### config.mk
export PLATFORM = sky130hd
export DESIGN_NAME = lsu_flat
export DESIGN_NICKNAME = d
export VERILOG_FILES = /design/src/rtl/lsu_if.sv /design/src/rtl/lsu.sv /design/src/flat_wrapper.sv
export SDC_FILE = /design/constraint.sdc
export NUM_CORES = 1
export LEC_CHECK = 0
export ABC_AREA = 1
export CORE_ASPECT_RATIO = 0.8
export CORE_MARGIN = 2
export CORE_UTILIZATION = 35
export DETAILED_ROUTE_END_ITERATION = 16
export SLEW_MARGIN = 30
export SYNTH_ARGS = -nofsm -noshare
export SYNTH_HDL_FRONTEND = slang
export SYNTH_SLANG_ARGS = --single-unit
### constraint.sdc
create_clock -name clk -period 2.05 [get_ports clk]
set_input_delay 0.205 -clock clk [delete_from_list [all_inputs] [get_ports clk]]
set_output_delay 0.205 -clock clk [all_outputs]
set_load 0.05 [all_outputs]
### src/rtl/lsu_if.sv
// Bundles the three buses around the load/store unit: execute-side request,
// writeback-side response, and the strobe interface to dat_mem.
// slave modport: seen from the lsu. master modport: seen from the surroundings.
interface lsu_if;
    // request from execute
    logic        req_valid;
    logic        req_ready;
    logic        req_we;
    logic [2:0]  req_funct;
    logic [31:0] req_base;
    logic [11:0] req_imm;
    logic [31:0] req_wdata;
    logic [4:0]  req_rd;
    // response to writeback
    logic        rsp_valid;
    logic        rsp_ready;
    logic [31:0] rsp_rdata;
    logic [4:0]  rsp_rd;
    logic        rsp_err;
    logic [1:0]  rsp_cause;
    // dat_mem port
    logic [31:0] mem_addr;
    logic [31:0] mem_wdat;
    logic [2:0]  mem_funct;
    logic        mem_read;
    logic        mem_write;
    logic [31:0] mem_rdat;

    modport slave (
        input  req_valid, req_we, req_funct, req_base, req_imm, req_wdata, req_rd,
        output req_ready,
        input  rsp_ready,
        output rsp_valid, rsp_rdata, rsp_rd, rsp_err, rsp_cause,
        output mem_addr, mem_wdat, mem_funct, mem_read, mem_write,
        input  mem_rdat
    );

    modport master (
        output req_valid, req_we, req_funct, req_base, req_imm, req_wdata, req_rd,
        input  req_ready,
        output rsp_ready,
        input  rsp_valid, rsp_rdata, rsp_rd, rsp_err, rsp_cause,
        input  mem_addr, mem_wdat, mem_funct, mem_read, mem_write,
        output mem_rdat
    );
endinterface

### src/rtl/lsu.sv
// Load/store unit: one request in flight, checks legality/alignment/range, drives dat_mem, returns result or fault.
// Latency: fault -> response after the accept edge; store one edge later; load two edges later (memory read is registered).
// Backpressure: response is held stable in RESP until rsp_ready; req_ready is high only in IDLE (and out of reset).
// Ports: clk, rst_n (async active-low) and bus (lsu_if.slave) carrying req_*, rsp_* and mem_* groups.
module lsu #(
    parameter int unsigned MEM_BYTES = 4096
) (
    input  logic   clk,
    input  logic   rst_n,
    lsu_if.slave   bus
);

    localparam logic [1:0] S_IDLE  = 2'd0;
    localparam logic [1:0] S_ISSUE = 2'd1;
    localparam logic [1:0] S_WAIT  = 2'd2;
    localparam logic [1:0] S_RESP  = 2'd3;

    logic [1:0]  state_q, state_d;
    logic        we_q;
    logic [2:0]  funct_q;
    logic [31:0] wdata_q;
    logic [31:0] ea_q;
    logic [4:0]  rd_q;
    logic        err_q;
    logic [1:0]  cause_q;
    logic [31:0] rdata_q, rdata_d;

    logic        accept;
    logic [31:0] ea_w;
    logic [2:0]  size_w;
    logic [32:0] end_w;
    logic        illegal_w, misalign_w, oor_w;
    logic [1:0]  cause_w;
    logic [31:0] byte_w, half_w;

    // req_ready is gated by rst_n so it reads 0 while reset is held even though
    // the state register already sits in IDLE.
    assign bus.req_ready = rst_n && (state_q == S_IDLE);
    assign accept        = bus.req_valid && bus.req_ready;

    // Legality checks on the incoming request, evaluated in the accept cycle.
    always_comb begin
        ea_w      = bus.req_base + {{20{bus.req_imm[11]}}, bus.req_imm};
        illegal_w = (bus.req_funct == 3'b011) || (bus.req_funct[2:1] == 2'b11)
                    || (bus.req_we && bus.req_funct[2]);
        case (bus.req_funct[1:0])
            2'b00:   size_w = 3'd1;
            2'b01:   size_w = 3'd2;
            default: size_w = 3'd4;
        endcase
        misalign_w = ((bus.req_funct[1:0] == 2'b01) && ea_w[0])
                     || ((bus.req_funct[1:0] == 2'b10) && (ea_w[1:0] != 2'b00));
        // 33-bit sum so an access that wraps past 2^32 still reads as too high
        end_w = {1'b0, ea_w} + {30'd0, size_w};
        oor_w = end_w > 33'(MEM_BYTES);
        if (illegal_w)       cause_w = 2'b11;
        else if (misalign_w) cause_w = 2'b01;
        else if (oor_w)      cause_w = 2'b10;
        else                 cause_w = 2'b00;
    end

    always_comb begin
        state_d = state_q;
        case (state_q)
            S_IDLE:  if (accept) state_d = (cause_w != 2'b00) ? S_RESP : S_ISSUE;
            S_ISSUE: state_d = we_q ? S_RESP : S_WAIT;
            S_WAIT:  state_d = S_RESP;
            S_RESP:  if (bus.rsp_ready) state_d = S_IDLE;
            default: state_d = S_IDLE;
        endcase
    end

    // Lane extraction from the aligned word returned by dat_mem.
    always_comb begin
        byte_w = bus.mem_rdat >> {ea_q[1:0], 3'b000};
        half_w = bus.mem_rdat >> {ea_q[1], 4'b0000};
        case (funct_q)
            3'b000:  rdata_d = {{24{byte_w[7]}}, byte_w[7:0]};
            3'b100:  rdata_d = {24'd0, byte_w[7:0]};
            3'b001:  rdata_d = {{16{half_w[15]}}, half_w[15:0]};
            3'b101:  rdata_d = {16'd0, half_w[15:0]};
            default: rdata_d = bus.mem_rdat;
        endcase
    end

    always_ff @(posedge clk or negedge rst_n) begin
        if (!rst_n) begin
            state_q <= S_IDLE;
            we_q    <= 1'b0;
            funct_q <= 3'd0;
            wdata_q <= 32'd0;
            ea_q    <= 32'd0;
            rd_q    <= 5'd0;
            err_q   <= 1'b0;
            cause_q <= 2'd0;
            rdata_q <= 32'd0;
        end else begin
            state_q <= state_d;
            if (accept) begin
                we_q    <= bus.req_we;
                funct_q <= bus.req_funct;
                wdata_q <= bus.req_wdata;
                ea_q    <= ea_w;
                rd_q    <= bus.req_rd;
                err_q   <= (cause_w != 2'b00);
                cause_q <= cause_w;
                rdata_q <= 32'd0;    // stores and faults report zero data
            end else if (state_q == S_WAIT) begin
                rdata_q <= rdata_d;
            end
        end
    end

    assign bus.rsp_valid = (state_q == S_RESP);
    assign bus.rsp_rdata = rdata_q;
    assign bus.rsp_rd    = rd_q;
    assign bus.rsp_err   = err_q;
    assign bus.rsp_cause = cause_q;

    // Strobes decode from state only; the async reset of state_q removes an
    // in-flight strobe before the next edge.
    always_comb begin
        bus.mem_read  = 1'b0;
        bus.mem_write = 1'b0;
        bus.mem_addr  = 32'd0;
        bus.mem_wdat  = 32'd0;
        bus.mem_funct = 3'd0;
        if (state_q == S_ISSUE) begin
            if (we_q) begin
                bus.mem_write = 1'b1;
                bus.mem_addr  = ea_q;
                bus.mem_wdat  = wdata_q;
                bus.mem_funct = funct_q;
            end else begin
                bus.mem_read  = 1'b1;
                bus.mem_addr  = {ea_q[31:2], 2'b00};
                bus.mem_funct = 3'b010;
            end
        end
    end

endmodule

### src/flat_wrapper.sv
// flat-port wrapper written by rule: the top's interface ports become plain ports
module lsu_flat 
#(
    parameter int unsigned MEM_BYTES = 4096
)
  (clk, rst_n, bus_req_valid, bus_req_we, bus_req_funct, bus_req_base, bus_req_imm, bus_req_wdata, bus_req_rd, bus_req_ready, bus_rsp_ready, bus_rsp_valid, bus_rsp_rdata, bus_rsp_rd, bus_rsp_err, bus_rsp_cause, bus_mem_addr, bus_mem_wdat, bus_mem_funct, bus_mem_read, bus_mem_write, bus_mem_rdat);
  lsu_if bus_i ();
  input  logic clk;
  input  logic rst_n;
  input wire logic [$bits(bus_i.req_valid)-1:0] bus_req_valid;
  input wire logic [$bits(bus_i.req_we)-1:0] bus_req_we;
  input wire logic [$bits(bus_i.req_funct)-1:0] bus_req_funct;
  input wire logic [$bits(bus_i.req_base)-1:0] bus_req_base;
  input wire logic [$bits(bus_i.req_imm)-1:0] bus_req_imm;
  input wire logic [$bits(bus_i.req_wdata)-1:0] bus_req_wdata;
  input wire logic [$bits(bus_i.req_rd)-1:0] bus_req_rd;
  output wire logic [$bits(bus_i.req_ready)-1:0] bus_req_ready;
  input wire logic [$bits(bus_i.rsp_ready)-1:0] bus_rsp_ready;
  output wire logic [$bits(bus_i.rsp_valid)-1:0] bus_rsp_valid;
  output wire logic [$bits(bus_i.rsp_rdata)-1:0] bus_rsp_rdata;
  output wire logic [$bits(bus_i.rsp_rd)-1:0] bus_rsp_rd;
  output wire logic [$bits(bus_i.rsp_err)-1:0] bus_rsp_err;
  output wire logic [$bits(bus_i.rsp_cause)-1:0] bus_rsp_cause;
  output wire logic [$bits(bus_i.mem_addr)-1:0] bus_mem_addr;
  output wire logic [$bits(bus_i.mem_wdat)-1:0] bus_mem_wdat;
  output wire logic [$bits(bus_i.mem_funct)-1:0] bus_mem_funct;
  output wire logic [$bits(bus_i.mem_read)-1:0] bus_mem_read;
  output wire logic [$bits(bus_i.mem_write)-1:0] bus_mem_write;
  input wire logic [$bits(bus_i.mem_rdat)-1:0] bus_mem_rdat;
  assign bus_i.req_valid = bus_req_valid;
  assign bus_i.req_we = bus_req_we;
  assign bus_i.req_funct = bus_req_funct;
  assign bus_i.req_base = bus_req_base;
  assign bus_i.req_imm = bus_req_imm;
  assign bus_i.req_wdata = bus_req_wdata;
  assign bus_i.req_rd = bus_req_rd;
  assign bus_req_ready = bus_i.req_ready;
  assign bus_i.rsp_ready = bus_rsp_ready;
  assign bus_rsp_valid = bus_i.rsp_valid;
  assign bus_rsp_rdata = bus_i.rsp_rdata;
  assign bus_rsp_rd = bus_i.rsp_rd;
  assign bus_rsp_err = bus_i.rsp_err;
  assign bus_rsp_cause = bus_i.rsp_cause;
  assign bus_mem_addr = bus_i.mem_addr;
  assign bus_mem_wdat = bus_i.mem_wdat;
  assign bus_mem_funct = bus_i.mem_funct;
  assign bus_mem_read = bus_i.mem_read;
  assign bus_mem_write = bus_i.mem_write;
  assign bus_i.mem_rdat = bus_mem_rdat;
  lsu #(.MEM_BYTES(MEM_BYTES)) u_core (.clk(clk), .rst_n(rst_n), .bus(bus_i));
endmodule
* After elaboration in Yosys (flattened, before gate mapping)
Index checks and enable logic that the tools add are counted.
** Operators by class
- Bitwise logic cells :: 0
- Add/subtract/negate cells :: 2
- Multipliers :: 0
- Multiplexer cells :: 22
- Reductions and logical operators :: 15
- Div/mod/pow operators :: 0
- Shift-type cells :: 2
- Order comparisons :: 1
- Equal/unequal tests :: 12
** Operators by type and width (number)
- $mux 32 :: 5
- $pmux 32 s4 :: 1
- $add 32x3->33 :: 1
- $gt 33x13->1 const B :: 1
- $add 32x32->32 :: 1
- $shr 32x5->16 :: 1
- $shr 32x5->8 :: 1
- $mux 2 :: 7
- $eq 2x2->1 const B :: 4
- $pmux 2 s4 :: 1
- $eq 3x3->1 const B :: 2
- $mux 3 :: 2
- $pmux 3 s2 :: 1
- $reduce_bool 2->1 :: 3
- $logic_and 1x1->1 :: 5
- $mux 1 :: 5
- $eq 2x1->1 const B :: 2
- $logic_not 2->1 :: 2
- $eq 3x1->1 const B :: 1
- $eq 3x2->1 const B :: 1
- $logic_not 3->1 :: 1
- $logic_or 1x1->1 :: 3
- $ne 2x1->1 const B :: 1
- $ne 2x2->1 const B :: 1
- $reduce_and 2->1 :: 1
** Storage, ports and cells
- Output and inout bits :: 111
- Input port bits :: 121
- ROM bits :: 0
- Bits in latches :: 0
- Bits in writable memories :: 0
- Memories :: 0
- Flip-flop bits (word level) :: 110
- Logic and storage cells :: 63

* Depth between registers and ports, before layout
- Depth in word-level cells :: 11
- Gate-level depth with buffers :: 25
- Gate-level depth less buffers :: 25

* Worst setup path before layout
OpenSTA, ideal clock, no wires.
- Path type :: input to register
- Start point :: input port bus_req_imm[0]
- End point :: register u_core.state_q[1]
- Library setup time :: 0.120 ns
- Arrival time :: 2.796 ns
- Stages on the path :: 21
- Path buffers :: 0
- Required time :: 1.930 ns
- Setup slack :: -0.866 ns
- Cell sequence :: ha_1 -> inv_1 -> fa_1 -> xnor2_1 -> ha_1 -> nand2_1 -> nand2_1 -> nand3_1 -> inv_1 -> nand3_1 -> nor2_4 -> nand2_2 -> nor2_2 -> nand2_1 -> xor2_1 -> nor2_1 -> nand3_1 -> nor2_2 -> nand3_2 -> o21ai_1 -> nand2_1
** Between the ends
- Word-level cells in the longest chain between the ends :: 10
- Elaborated cells on any way between the ends :: 14
- Classes of those cells :: add/sub: 2; order compare: 1; mux: 6; reduce/logical: 5
** RTL lines
- from (decl) :: line flat_wrapper.sv:14 : input wire logic [$bits(bus_i.req_imm)-1:0] bus_req_imm;
- $add 32x32->32 :: line lsu.sv:43 : ea_w = bus.req_base + {{20{bus.req_imm[11]}}, bus.req_imm};
- named net u_core.ea_w[2] :: line lsu.sv:29 : logic [31:0] ea_w;
- $add 32x3->33 :: line lsu.sv:54 : end_w = {1'b0, ea_w} + {30'd0, size_w};
- $gt 33x13->1 :: line lsu.sv:55 : oor_w = end_w > 33'(MEM_BYTES);
- $mux 2 :: line lsu.sv:58 : else if (oor_w) cause_w = 2'b10;
- $mux 2 :: line lsu.sv:57 : else if (misalign_w) cause_w = 2'b01;
- $mux 2 :: line lsu.sv:56 : if (illegal_w) cause_w = 2'b11;
- $reduce_bool 2->1 :: line lsu.sv:65 : S_IDLE: if (accept) state_d = (cause_w != 2'b00) ? S_RESP : S_ISSUE;
- $mux 2 (2 in a row) :: line lsu.sv:65
- $pmux 2 s4 :: line lsu.sv:64 : case (state_q)
- to (signal assigned) :: line lsu.sv:98 : state_q <= state_d;
- to (decl) :: line lsu.sv:18 : logic [1:0] state_q, state_d;
The timed path passes the listed nets, and every way through them passes these cells. The select of a mux whose other input is x is not followed.
A chain may end at the register's enable or synchronous reset.

* Worst setup path in the final report
- Start point :: input port bus_req_base[0]
- End point :: register u_core.err_q (netlist: u_core.bus.rsp_err)
** Between the ends
- Word-level cells in the longest chain between the ends :: 7
- Elaborated cells on any way between the ends :: 11
- Classes of those cells :: add/sub: 2; order compare: 1; mux: 3; reduce/logical: 5
** RTL lines
- from (decl) :: line flat_wrapper.sv:13 : input wire logic [$bits(bus_i.req_base)-1:0] bus_req_base;
- $add 32x32->32 (*) :: line lsu.sv:43
- named net u_core.ea_w[1] :: line lsu.sv:29
- $add 32x3->33 or $reduce_bool 2->1 (tied branches) :: line lsu.sv:54, lsu.sv:52
- $gt 33x13->1 or $logic_and 1x1->1 (tied branches) :: line lsu.sv:55, lsu.sv:52
- $mux 2 or $logic_or 1x1->1 (tied branches) :: line lsu.sv:58, lsu.sv:52
- $mux 2 (*) :: line lsu.sv:57
- $mux 2 (*) :: line lsu.sv:56
- $reduce_bool 2->1 (*) :: line lsu.sv:105 : err_q <= (cause_w != 2'b00);
- to (signal assigned) :: line lsu.sv:105
- to (decl) :: line lsu.sv:24 : logic err_q;
The timed path passes the listed nets; every way through them passes the cells marked *.

==> results.toml <==
[power]
power.switching_mw = 7.65
power_frac_comb_pct = 65.5
power_leakage_nw = 7.70
power_density_mw_per_mm2 = 1020
ir_drop_mv = 0.704
p_seq_share_pct = 23.4
pwr-share-clk_pct = 11.1
swShare_pct = 48.5
p_int_mw = 8.12

[sta]
relSlewSlack_pct = 49.5
timing.fmax_ghz = 0.368
final.period_utilization_pct = 132
setup_ws_ps = -664
maxSlewViolCount = 0
worstMarginPinSlew_ps = 758
report.final.setup_viol = 3
fin_skew_ps = 11.0
period_needed_ps = 2710
finalHoldViolations = 10
holdWs_ps = -2.63
rsz0062_at_grt = "true"

[clock_network]
cts_buffers = 9
worstSkewPairLatency_ps = 360
cts_root_buffer = "clkbuf_16"
htree_levels = 3
cts_num_sinks = 110
clkTransAtPathRegs_ps = 80
clock_path_buffers = 2
cts_tree = "built"

[logic_synthesis]
yosysSeqAreaShare_pct = 30.4
ys_top_cells_by_count = "nand2_1 (484), inv_1 (251), nor2_1 (128)"
netlist_instances = 1465
synth_edf_count = 0
ys_ff_latch = 110
synth_nets = 1627
yosys.area.top_type = "dfrtp_1"
synth.most_common_cell = "nand2_1"
syn-cell-area_mm2 = 0.00905
yosysTopAreaCellShare_pct = 30.4
synthArstFlopShare_pct = 100
yosysUniqueCellTypes = 42
ys_top_cells_by_area = "dfrtp_1 (30%), nand2_1 (20%), inv_1 (10%)"
syn_area_per_cell_um2 = 6.18
ys.warnings.count = 0
synth-main-ff-cell = "dfrtp_1"

[setup_path]
worstReg2RegStart = "u_core.ea_q[1]"
end_kind = "flop"
critical_path_arrival_ps = 2960
crit_family = "simple AND/OR/NAND/NOR gates"
critPathMaxFanout = 5
crit_path_start = "bus_req_base[0]"
worstSetupPathType = "input port to flop"
cp_cell_sequence = "buf_6 > ha_4 > inv_2 > fa_2 > inv_2 > ha_1 > nand3_2 > nand3_2 > nand2_2 > nor2_4 > nand4_1 > nor2_2 > nand2_2 > nor2_4 > nand2_1 > nand2_1 > nand2_1 > nor2_2 > nand3_1 > nor2_1 > nand3_2 > o21ai_1 > inv_1"
cp_slowest_cell = "fa_2"
worst-path-buf-inv = 4
cp.required_ps = 2300
cp-start-kind = "input port"
slowest_delay_ps = 530

[placement]
dp.cells = 2168
gp_congestion = 0.884
place_area_mm2 = 0.0138
hpwl_um = 26200
io_buffer_count = 231

[min_path]
min_path_type = "input port to asynchronous set/reset pin"

[cells_and_area]
stdcell_area_mm2 = 0.0155
final_cell_count_no_fill = 2212
layout.nets = 2045
diodes = 0
area_growth_pct = 71.5
final_layout_size_suffix_gt1_share_pct = 33.6

[floorplan]
die_area_mm2 = 0.0272
die_y_um = 148
die_x_um = 184
rows = 52
core_mm2 = 0.0254
start_util_pct = 35.7
io_pins = 232

[routing]
drt-initial-drc-count = 684
vias = 10700
wire_per_inst_um = 14.8
drcViolationCount = 0
first_pass_iters = 5
vias_per_cell = 4.82
antenna_left = 0
totalWireLength_um = 32800

[flow_run]
drv_cap = 0

[global_routing]
grt_pass1_wl_um = 52200
antenna_found_initial = 1
grt_pass1_vias = 10200
grtUsageTotal_pct = 24.0
grt_max_degree = 66
grt_overflow = 0

[status]
status = "finished, violations left"
violations = "hold timing, setup timing"
-- flip-flops by register name, indices dropped and copies added (netlist names) --
signal,cells
u_core.we_q,1
u_core.bus.rsp_cause,2
u_core.bus.rsp_err,1
u_core.bus.rsp_rd,5
u_core.funct_q,3
u_core.state_q,2
u_core.ea_q,32
u_core.bus.rsp_rdata,32
u_core.wdata_q,32
-- kinds of logic after synthesis --
kind of cell / Yosys count / share of synthesized area (%)
fa+ha+maj: 41 / 5.83
simple gates: 803 / 38.3
flops: 110 / 30.4
mux: 4 / 0.442
buf+inv: 310 / 12.9
compound gates: 190 / 11.4
xor+xnor: 7 / 0.677
-- final timing paths --
| kind | end | slack [ps] | cells after the start |
|---|---|---|---|
| worst max-delay path | u_core.bus.rsp_err | -660 | 23 |
| worst min-delay path | u_core.ea_q[19] | -3 | 2 |
| worst max register to register | u_core.bus.rsp_rdata[27] | 120 | 10 |
| worst min register to register | u_core.bus.rsp_cause[0] | 490 | 1 |
| max in group asynchronous | u_core.ea_q[1] | 1490 | 2 |
| min in group clk | u_core.ea_q[0] | 320 | 5 |
-- per-layer routing --
metal  share of wire (%)  track usage [%]  vias up
met1                  46             33.0     4956
met2                  47             40.8      293
met5               0.040                0        -
met3                 5.6             3.01       24
li1                    -                -     5395
met4                 1.1             4.44        2
-- placed cells by master, fill, tap and decap left out, types with 33 or more instances in the layout --
cell and instances:
inv_1 233, nor2_1 61, clkdlybuf4s50_1 122, buf_4 205, nor2_2 67, nand2_1 410
dfrtp_1 109, nand2_2 82, inv_2 33, buf_12 72, nand3_1 57, o21ai_0 104
-- power groups by stage --
stage | Combinational, mW | Sequential, mW | Clock (mW)
after floorplan | 4.52 | 4.75 | 0
after global placement | 9.53 | 3.67 | 0
after detailed placement | 9.61 | 3.72 | 0
after CTS | 9.97 | 3.67 | 1.79
after global routing | 11.1 | 3.81 | 1.88
final | 10.3 | 3.69 | 1.75
-- cell type report --
class	count	area, um2
inverter	274	1040
multi-input combinational	1045	6400
fill	2317	9850
sequential	110	2750
clock buffer	9	225
tap	324	405
clock inverter	7	67.6
timing repair buffer	443	4640
-- metrics by stage --
stage	worst slack (ps)	power (mW)	setup TNS (ps)	utilization, %	hold WS (ps)
6_report	-664	15.8	-1940	61.2	-2.63
5_1_grt	-899	16.8	-2810	61.2	47.2
4_1_cts	-664	15.4	-1930	59.2	11.1
3_5_place_dp	-1590	13.3	-18570	54.5	406
3_3_place_gp	-1560	13.2	-17160	54.5	400
2_1_floorplan	-771	9.27	-2240	-	-90.6
-- repair_timing --
action	in CTS	in global routing
hold buffers	0	0
setup endpoints to repair	25	120
cloned	1	1
endpoints found under the hold margin	0	0
resized for setup	211	127
setup buffers	16	10
pin swaps	78	42
(Power assumes the default switching activity.)
==> patch (same flow settings) <==
Reset style: synchronous (`rst_n`), changed in one clocked block. Comments in the files are not updated.
--- a/src/rtl/lsu.sv
+++ b/src/rtl/lsu.sv
@@ -83,7 +83,7 @@
         endcase
     end
 
-    always_ff @(posedge clk or negedge rst_n) begin
+    always_ff @(posedge clk) begin
         if (!rst_n) begin
             state_q <= S_IDLE;
             we_q    <= 1'b0;
Function: differs if rst_n is asserted again (counterexample within 4 cycles, from zero or initial values and one cycle with rst_n low); with rst_n held inactive, the same outputs for 4 cycles.
==> patch against the original RTL <==
- the run ends with setup timing left
- global-route usage grew 0.93 points
- total power is 27% lower
- sequential cell count is the same
- maximum frequency decreased by 4.5%
- worst setup slack worse by 0.13 ns
- wire length up 4.8%
- final area rose by 0.80%
- synthesized area shrank 2.5%
- utilization rose by 2.5 points
- sequential power down 22%
- critical endpoint is now u_core.bus.rsp_err$_SDFFE_PN0P_
==> patch: results (changes against the original RTL) <==
{| class="wikitable"
! Metric !! Value
|-
| Data arrival, critical path || 3.09 ns (+0.13 ns)
|-
| Timing startpoint of the critical path || bus_req_base[22]
|-
| Multiplexer area fraction after synthesis || 0.4535% (+0.011 points)
|-
| Post-placement cell area || 13730 µm² (-0.71%)
|-
| Buffers excl. clock || 462 (+4.3%)
|-
| Min Hold Slack || 0.3024 ns (+0.3050 ns)
|-
| Leading post-synthesis cells by instance count || nand2_1 (542), inv_1 (277), nor2_1 (146)
|-
| M1 wire length || 16.69 mm (+11%)
|-
| Met2 Use GR || 39.12% (-1.7 points)
|-
| Clock distribution power || 1.83 mW (+5%)
|-
| Setup slack at placement || -1.691 ns (-0.09876 ns)
|-
| HPWL Detailed || 26.61 mm (+1.5%)
|-
| Total number of multi-input combinational cells || 1105 (+5.7%)
|-
| Met3 usage || 4.590% (+1.6 points)
|-
| Gp weighted congestion || 0.9293 (+5.1%)
|-
| Max VDD drop || 0.5603 mV (-20%)
|-
| Portion of the layout cell area used by clock cells || 1.911% (+0.025 points)
|-
| Non-clock inverters || 285 (+4.0%)
|-
| Leading register cell type out of synthesis || dfxtp_1
|-
| Data-path buffer share of cell area in the final layout || 31.47% (+1.6 points)
|-
| Seq cells || 110 (unchanged)
|-
| Wire length after detailed routing || 34.35 mm (+4.8%)
|-
| Post-route setup slack || -0.7911 ns (-0.1268 ns)
|-
| Count of unique library cells instantiated by Yosys || 45 (+7.1%)
|-
| Number of global-route vias before repair || 10209 (+0.34%)
|-
| CP max stage delay || 0.44 ns (-0.09 ns)
|-
| Detailed router's first-iteration violation count || 676 (-1.2%)
|-
| P_sw || 5.127 mW (-33%)
|-
| Register-to-Register Path Depth || 11 (+1)
|-
| Share of synthesized registers carrying an async set or reset || 0% (-100 points)
|-
| Fraction of the mapped netlist area in adder cells || 5.981% (+0.15 points)
|-
| Run status || complete, but fails checks
|-
| Library cell contributing the largest single delay on the critical path || clkdlybuf4s50_1
|-
| Seq/Total Area, Yosys || 24.94% (-5.5 points)
|-
| Dominant cells by area after synthesis || dfxtp_1 (25%), nand2_1 (23%), inv_1 (12%)
|-
| Average cell area after synthesis || 5.740 µm² (-7.1%)
|-
| Overall power consumption || 11.48 mW (-27%)
|-
| Fraction of final layout cells with drive strength greater than 1 || 31.14% (-2.5 points)
|-
| Violated checks || setup timing
|-
| Footprint of the multi-input gates || 6750 µm² (+5.5%)
|-
| GRT Overall Usage || 24.94% (+0.93 points)
|-
| Final setup fails || 3 (unchanged)
|-
| Register fraction of the total cell area || 14.08% (-3.7 points)
|-
| DR vias/cell || 4.802 (-0.45%)
|-
| Largest clock skew in the final design || 0.01395 ns (+0.002991 ns)
|-
| Cell leakage power || 7.762 nW (+0.79%)
|-
| Destination of the critical timing path || u_core.bus.rsp_err$_SDFFE_PN0P_
|-
| Setup bufs post-CTS || 6 (-10)
|}
## patch: cell types whose count changed after synthesis, sizes merged, moves of 8 or more
cell    unedited run  this run
a22o               0         8
a21oi             32        44
dfrtp            110         0
dfxtp              0       110
nand2            512       564
o21ai            116        98
inv              269       283
nor2             154       164
o221ai             4        20
o22ai             26         2
## patch: how the worst min path moves through the flow
stage | depth (start not counted) | to
2_1_floorplan | 2 | u_core.funct_q[1]$_SDFFE_PN0P_
3_3_place_gp | 2 | u_core.ea_q[25]$_SDFFE_PN0P_
3_5_place_dp | 2 | u_core.ea_q[8]$_SDFFE_PN0P_
4_1_cts | 5 | u_core.ea_q[0]$_SDFFE_PN0P_
5_1_grt | 4 | u_core.funct_q[0]$_SDFFE_PN0P_
6_report | 5 | u_core.ea_q[0]$_SDFFE_PN0P_
